File: src/rtl/keypad_scanner.sv
// keypad_scanner: matrix-keypad column scanner with frame debouncing.
// Drives one-hot column strobes from a clock-enable divider, samples the
// synchronised rows into a per-column frame buffer, classifies each full
// frame as NONE / SINGLE / MULTI and commits changes after DEBOUNCE
// identical frames. A new single key is reported with a one-cycle pulse.
module keypad_scanner #(
    parameter int unsigned  ROWS     = 4,
    parameter int unsigned  COLS     = 4,
    parameter int unsigned  SCAN_DIV = 100000,
    parameter int unsigned  DEBOUNCE = 4,
    localparam int unsigned CODE_W   = (ROWS * COLS > 1) ? $clog2(ROWS * COLS) : 1
) (
    input  logic              clk,
    input  logic              rst_n,
    input  logic [ROWS-1:0]   row,
    output logic [COLS-1:0]   column,
    output logic [CODE_W-1:0] key_code,
    output logic              key_valid,
    output logic              key_down,
    output logic              multi_key
);

    localparam int unsigned NKEYS = ROWS * COLS;
    localparam int unsigned DIV_W = $clog2(SCAN_DIV);
    localparam int unsigned COL_W = (COLS > 1) ? $clog2(COLS) : 1;
    localparam int unsigned CNT_W = $clog2(DEBOUNCE + 1);

    typedef enum logic [1:0] {CLS_NONE, CLS_SINGLE, CLS_MULTI} cls_e;
    typedef enum logic [1:0] {IDLE, PRESSED, MULTI} state_e;

    logic [ROWS-1:0]   row_meta_q, row_sync_q;
    logic [DIV_W-1:0]  div_q, div_d;
    logic [COL_W-1:0]  col_q, col_d;
    logic [COLS-1:0]   column_q;
    logic [NKEYS-1:0]  frame_q, frame_d;
    cls_e              prev_cls_q, cand_cls;
    logic [CODE_W-1:0] prev_code_q, cand_code, hit;
    logic [CNT_W-1:0]  cnt_q, cnt_d;
    logic [1:0]        ones;
    logic              tick, frame_end, commit;
    state_e            state_q;
    logic [CODE_W-1:0] key_code_q;
    logic              key_valid_q, key_down_q, multi_key_q;

    // Two-flop synchroniser for the asynchronous row pins.
    always_ff @(posedge clk or negedge rst_n) begin
        if (!rst_n) begin
            row_meta_q <= '0;
            row_sync_q <= '0;
        end else begin
            row_meta_q <= row;
            row_sync_q <= row_meta_q;
        end
    end

    // Divider, column index and frame buffer next-state (buffer includes the current sample).
    always_comb begin
        tick      = (div_q == DIV_W'(SCAN_DIV - 1));
        frame_end = tick && (col_q == COL_W'(COLS - 1));
        div_d     = tick ? '0 : div_q + 1'b1;
        col_d     = col_q;
        frame_d   = frame_q;
        if (tick) begin
            frame_d[int'(col_q) * ROWS +: ROWS] = row_sync_q;
            col_d = (col_q == COL_W'(COLS - 1)) ? '0 : col_q + 1'b1;
        end
    end

    // Scan timing state: divider, column index, one-hot strobe, frame buffer.
    always_ff @(posedge clk or negedge rst_n) begin
        if (!rst_n) begin
            div_q    <= '0;
            col_q    <= '0;
            column_q <= COLS'(1);
            frame_q  <= '0;
        end else begin
            div_q   <= div_d;
            col_q   <= col_d;
            frame_q <= frame_d;
            if (tick) begin
                column_q        <= '0;
                column_q[col_d] <= 1'b1;
            end
        end
    end

    // Frame classification and debounce counter next-state.
    always_comb begin
        ones = 2'd0;
        hit  = '0;
        for (int unsigned i = 0; i < NKEYS; i++) begin
            if (frame_d[i]) begin
                hit = CODE_W'(i);
                if (ones != 2'd2) ones = ones + 2'd1;
            end
        end
        case (ones)
            2'd0:    cand_cls = CLS_NONE;
            2'd1:    cand_cls = CLS_SINGLE;
            default: cand_cls = CLS_MULTI;
        endcase
        // Code only distinguishes SINGLE candidates; NONE/MULTI compare on class alone.
        cand_code = (ones == 2'd1) ? hit : '0;
        if (cand_cls == prev_cls_q && cand_code == prev_code_q)
            cnt_d = (cnt_q == CNT_W'(DEBOUNCE)) ? cnt_q : cnt_q + 1'b1;
        else
            cnt_d = CNT_W'(1);
        // Commits repeat every saturated frame; the FSM makes repeats no-ops.
        commit = (cnt_d == CNT_W'(DEBOUNCE));
    end

    // Debounce history: previous frame candidate and stable-frame count.
    always_ff @(posedge clk or negedge rst_n) begin
        if (!rst_n) begin
            prev_cls_q  <= CLS_NONE;
            prev_code_q <= '0;
            cnt_q       <= '0;
        end else if (frame_end) begin
            prev_cls_q  <= cand_cls;
            prev_code_q <= cand_code;
            cnt_q       <= cnt_d;
        end
    end

    // Key state machine with registered outputs, advancing only on commit.
    always_ff @(posedge clk or negedge rst_n) begin
        if (!rst_n) begin
            state_q     <= IDLE;
            key_code_q  <= '0;
            key_valid_q <= 1'b0;
            key_down_q  <= 1'b0;
            multi_key_q <= 1'b0;
        end else begin
            key_valid_q <= 1'b0;
            if (frame_end && commit) begin
                case (cand_cls)
                    CLS_NONE: begin
                        state_q     <= IDLE;
                        key_down_q  <= 1'b0;
                        multi_key_q <= 1'b0;
                    end
                    CLS_SINGLE: begin
                        if (!(state_q == PRESSED && key_code_q == cand_code)) begin
                            state_q     <= PRESSED;
                            key_code_q  <= cand_code;
                            key_down_q  <= 1'b1;
                            multi_key_q <= 1'b0;
                            key_valid_q <= 1'b1;
                        end
                    end
                    CLS_MULTI: begin
                        state_q     <= MULTI;
                        key_down_q  <= 1'b0;
                        multi_key_q <= 1'b1;
                    end
                    default: state_q <= IDLE;
                endcase
            end
        end
    end

    assign column    = column_q;
    assign key_code  = key_code_q;
    assign key_valid = key_valid_q;
    assign key_down  = key_down_q;
    assign multi_key = multi_key_q;

endmodule

File: config.mk
export PLATFORM = sky130hd
export DESIGN_NAME = keypad_scanner
export DESIGN_NICKNAME = d
export VERILOG_FILES = /design/src/rtl/keypad_scanner.sv
export SDC_FILE = /design/constraint.sdc
export NUM_CORES = 1
export LEC_CHECK = 0
export ABC_CLOCK_PERIOD_IN_PS = 10700
export CAP_MARGIN = 20
export CORE_MARGIN = 3
export CORE_UTILIZATION = 62
export CTS_CLUSTER_DIAMETER = 50
export CTS_CLUSTER_SIZE = 24
export DETAILED_ROUTE_END_ITERATION = 8
export PLACE_DENSITY = 0.81
export SLEW_MARGIN = 15
export SYNTH_ARGS = -nofsm -noshare
export SYNTH_HDL_FRONTEND = slang
export SYNTH_SLANG_ARGS = --single-unit
export TNS_END_PERCENT = 100
File: constraint.sdc
create_clock -name clk -period 10.7 [get_ports clk]
set_input_delay 1.07 -clock clk [delete_from_list [all_inputs] [get_ports clk]]
set_output_delay 1.07 -clock clk [all_outputs]
set_load 0.01 [all_outputs]
==> results.md <==
- Max transition margin: 0.310
- HP Class: register to register
- Num CTS Buffers: 9
- Syn Inst Count: 583
- Min-delay src: row_meta_q[0]
- Synth-to-Final Area Change: 9.01%
- Vias in the first global route: 4232
- Crit path time final: 9.38 ns
- GPL Wtd Cong: 0.915
- Area of the mapped netlist: 5000 sq um
- Max stage delay on crit path: 0.56 ns
- Skew final: 0.0177 ns
- Max Cap Viol: 0
- WS Path Type: register to register
- Initial antenna violation count: 0
- Final Hold Vio Count: 0
- Die Wd: 95.8 um
- FMAX: 107 MHz
- Area taken by multi-input logic gates: 3170 sq um
- Static Leak: 2.30 nW
- Worst endpoint data arrival time: 9.60 ns
- CTS sink cnt: 65
- Routed WL per cell: 17.5 um
- Final setup violation count: 0
- Grt total ovfl: 0
- # fillers: 603
- Root buffer cell: clkbuf_8
- HPWL after detailed placement: 9090 um
- Warnings, synthesis: 0
- Post-synth EDFFs: 0
- First-pass DRT Iterations: 5
- Pwr Total: 0.506 mW
- Worst setup SP type: register
- Worst-Margin Slew: 1.02 ns
- Setup_tns: 0 ns
- Clock Path Buffers: 2
- CTS tree: yes
- CTS clk-pin slew, worst paths: 0.07 ns
- Status: completed
- Synth unique cells: 94
- R2r setup slk: 1.32 ns
- Final wirelength: 12200 um
- Flop and latch count out of synthesis: 65
- RSZ-0062 raised after global routing: no
- FF-to-FF End: multi_key
- Most common cell after layout, fill and taps aside: nand2_1
- Min-Delay Endpoint: row_sync_q[0]
- Largest net degree at the start of global routing: 37
- Ys async rst share: 1.00
- Final Cycle Share: 0.876
- Diode count: 0
- Main synth FF type: dfrtp_1
- Core footprint: 7770 sq um
- Most frequent cells in the layout: nand2_1 (70), dfrtp_1 (64), nor2_1 (44)
- Hold depth: 0
- Worst reg2reg startpoint: col_q[0]
- IO Pins: 17
- Die Area: 9180 sq um
- Slowest-stage cell, CP: a2111oi_1
- Post-synthesis sequential area ratio: 0.326
- H-tree levels: 3
- DRT antenna net count: 0
- Register area: 1630 sq um
- Layout Nets: 613
- Gr usage total: 0.277
- Port bufs: 16
- Crit Path Max Fanout: 9
- Post-CTS Hold Fix Bufs: 0
- Syn_nets: 602
- Initial drt markers: 296
- Worst Path Required: 10.93 ns
- DRC viols: 0
- First-pass GRT wire length: 20400 um
- Clk Latency, worst-skew pair: 0.35 ns
- Initial core utilization: 0.644
- PD cells: 92.8 nW/um^2
- Synthesized area per cell: 8.57 sq um
- Post-cts sizing count: 0
- Worst setup EP type: register
- Post-CTS Setup Bufs: 0
- DR vias: 4575
- Final slew viol count: 0
- Max VDD drop: 0.0586 mV
- Die height: 95.8 um
- Register-to-Register Path Depth: 34
- Site Rows: 32
- Share of post-route cells with drive strength above 1: 0.0968
- Vias per inst: 6.53
synth_stat cells (4+ instances only):
cell	instances	share of area
inv_1	21	0.016
mux2i_1	6	0.012
a31oi_1	5	0.0063
o31ai_1	4	0.0060
mux2_1	4	0.0090
or3_1	8	0.010
nor2_1	44	0.033
o2111ai_1	5	0.0088
a32oi_1	4	0.0070
xnor2_1	22	0.039
o21a_1	17	0.026
a21boi_1	4	0.0060
nand3_1	26	0.026
a211o_1	8	0.014
nand2_1	70	0.053
and3_1	11	0.014
dfrtp_1	64	0.32
and4_1	4	0.0070
xor2_1	9	0.016
o21ai_1	6	0.0060
ha_1	13	0.033
nand4_1	11	0.014
o21ai_0	28	0.028
nor3_1	21	0.021
and2_1	9	0.011
nor4_1	6	0.0075
a21o_1	4	0.0060
o211ai_1	5	0.0075
clkbuf_1	12	0.0090
a21oi_1	33	0.033
a211oi_1	9	0.014
clkinv_1	5	0.0038
nand2b_1	4	0.0050
area by class of cell:
type | count | share of cell area
clock buffers | 10 | 0.0234
clock inverters | 6 | 0.0197
inverters | 30 | 0.0216
multi-input cells | 470 | 0.582
flip-flops and latches | 65 | 0.299
well taps | 102 | 0.0234
repair buffers | 18 | 0.0312
cell families after synthesis:
group	Yosys count	synth area share
adders and majority gates	14	0.0345
muxes	12	0.0278
xor gates and xnor gates	32	0.0576
buffers and inverters	48	0.0400
AOI/OAI and AO/OA	181	0.277
and+or+nand+nor	231	0.237
DFF	65	0.326
per-layer routing:
metal,wire length (um),GRT usage
met3,661,0.0461
met1,5290,0.369
met5,0,0
met4,221,0.0924
met2,6060,0.457
registers in the layout, summed over array words and instances (netlist names), 3 cells and up:
| name | cells |
|---|---|
| cnt_q | 3 |
| row_sync_q | 4 |
| column | 4 |
| key_code | 4 |
| row_meta_q | 4 |
| prev_code_q | 4 |
| div_q | 17 |
| frame_q | 16 |
worst max path at each step:
stage	from	endpoint	slack [ns]
after floorplan	col_q[0]	multi_key	2.49
after global placement	col_q[0]	multi_key	1.79
after detailed placement	col_q[0]	multi_key	1.46
after CTS	col_q[0]	multi_key	1.40
after global routing	col_q[0]	multi_key	0.61
final	col_q[0]	multi_key	1.32
stage by stage:
stage	setup slack [ns]	area, sq um	util	cells	hold slack, ns
detailed placement	1.46	5210	0.671	685	0.344
global route	0.611	5450	0.702	701	0.363
CTS	1.40	5450	0.702	701	0.364
floorplan	2.49	5000	-	583	0.331
global placement	1.79	5210	0.671	685	0.333
finish	1.32	5450	0.702	701	0.356
power breakdown:
group          internal [mW]  switching, mW
sequential             0.247        0.00164
combinational        0.00212        0.00545
clock                  0.154         0.0954
critical path, delay by kind of cell (launching register included):
kind	cells	cell delay, ns
compound gates	13	4.11
simple gates	11	1.89
fa+ha+maj	3	1.23
xor+xnor	3	0.75
flops	1	0.50
buf+inv	3	0.37
mux	1	0.35
Power figures use the tool's default switching activity.
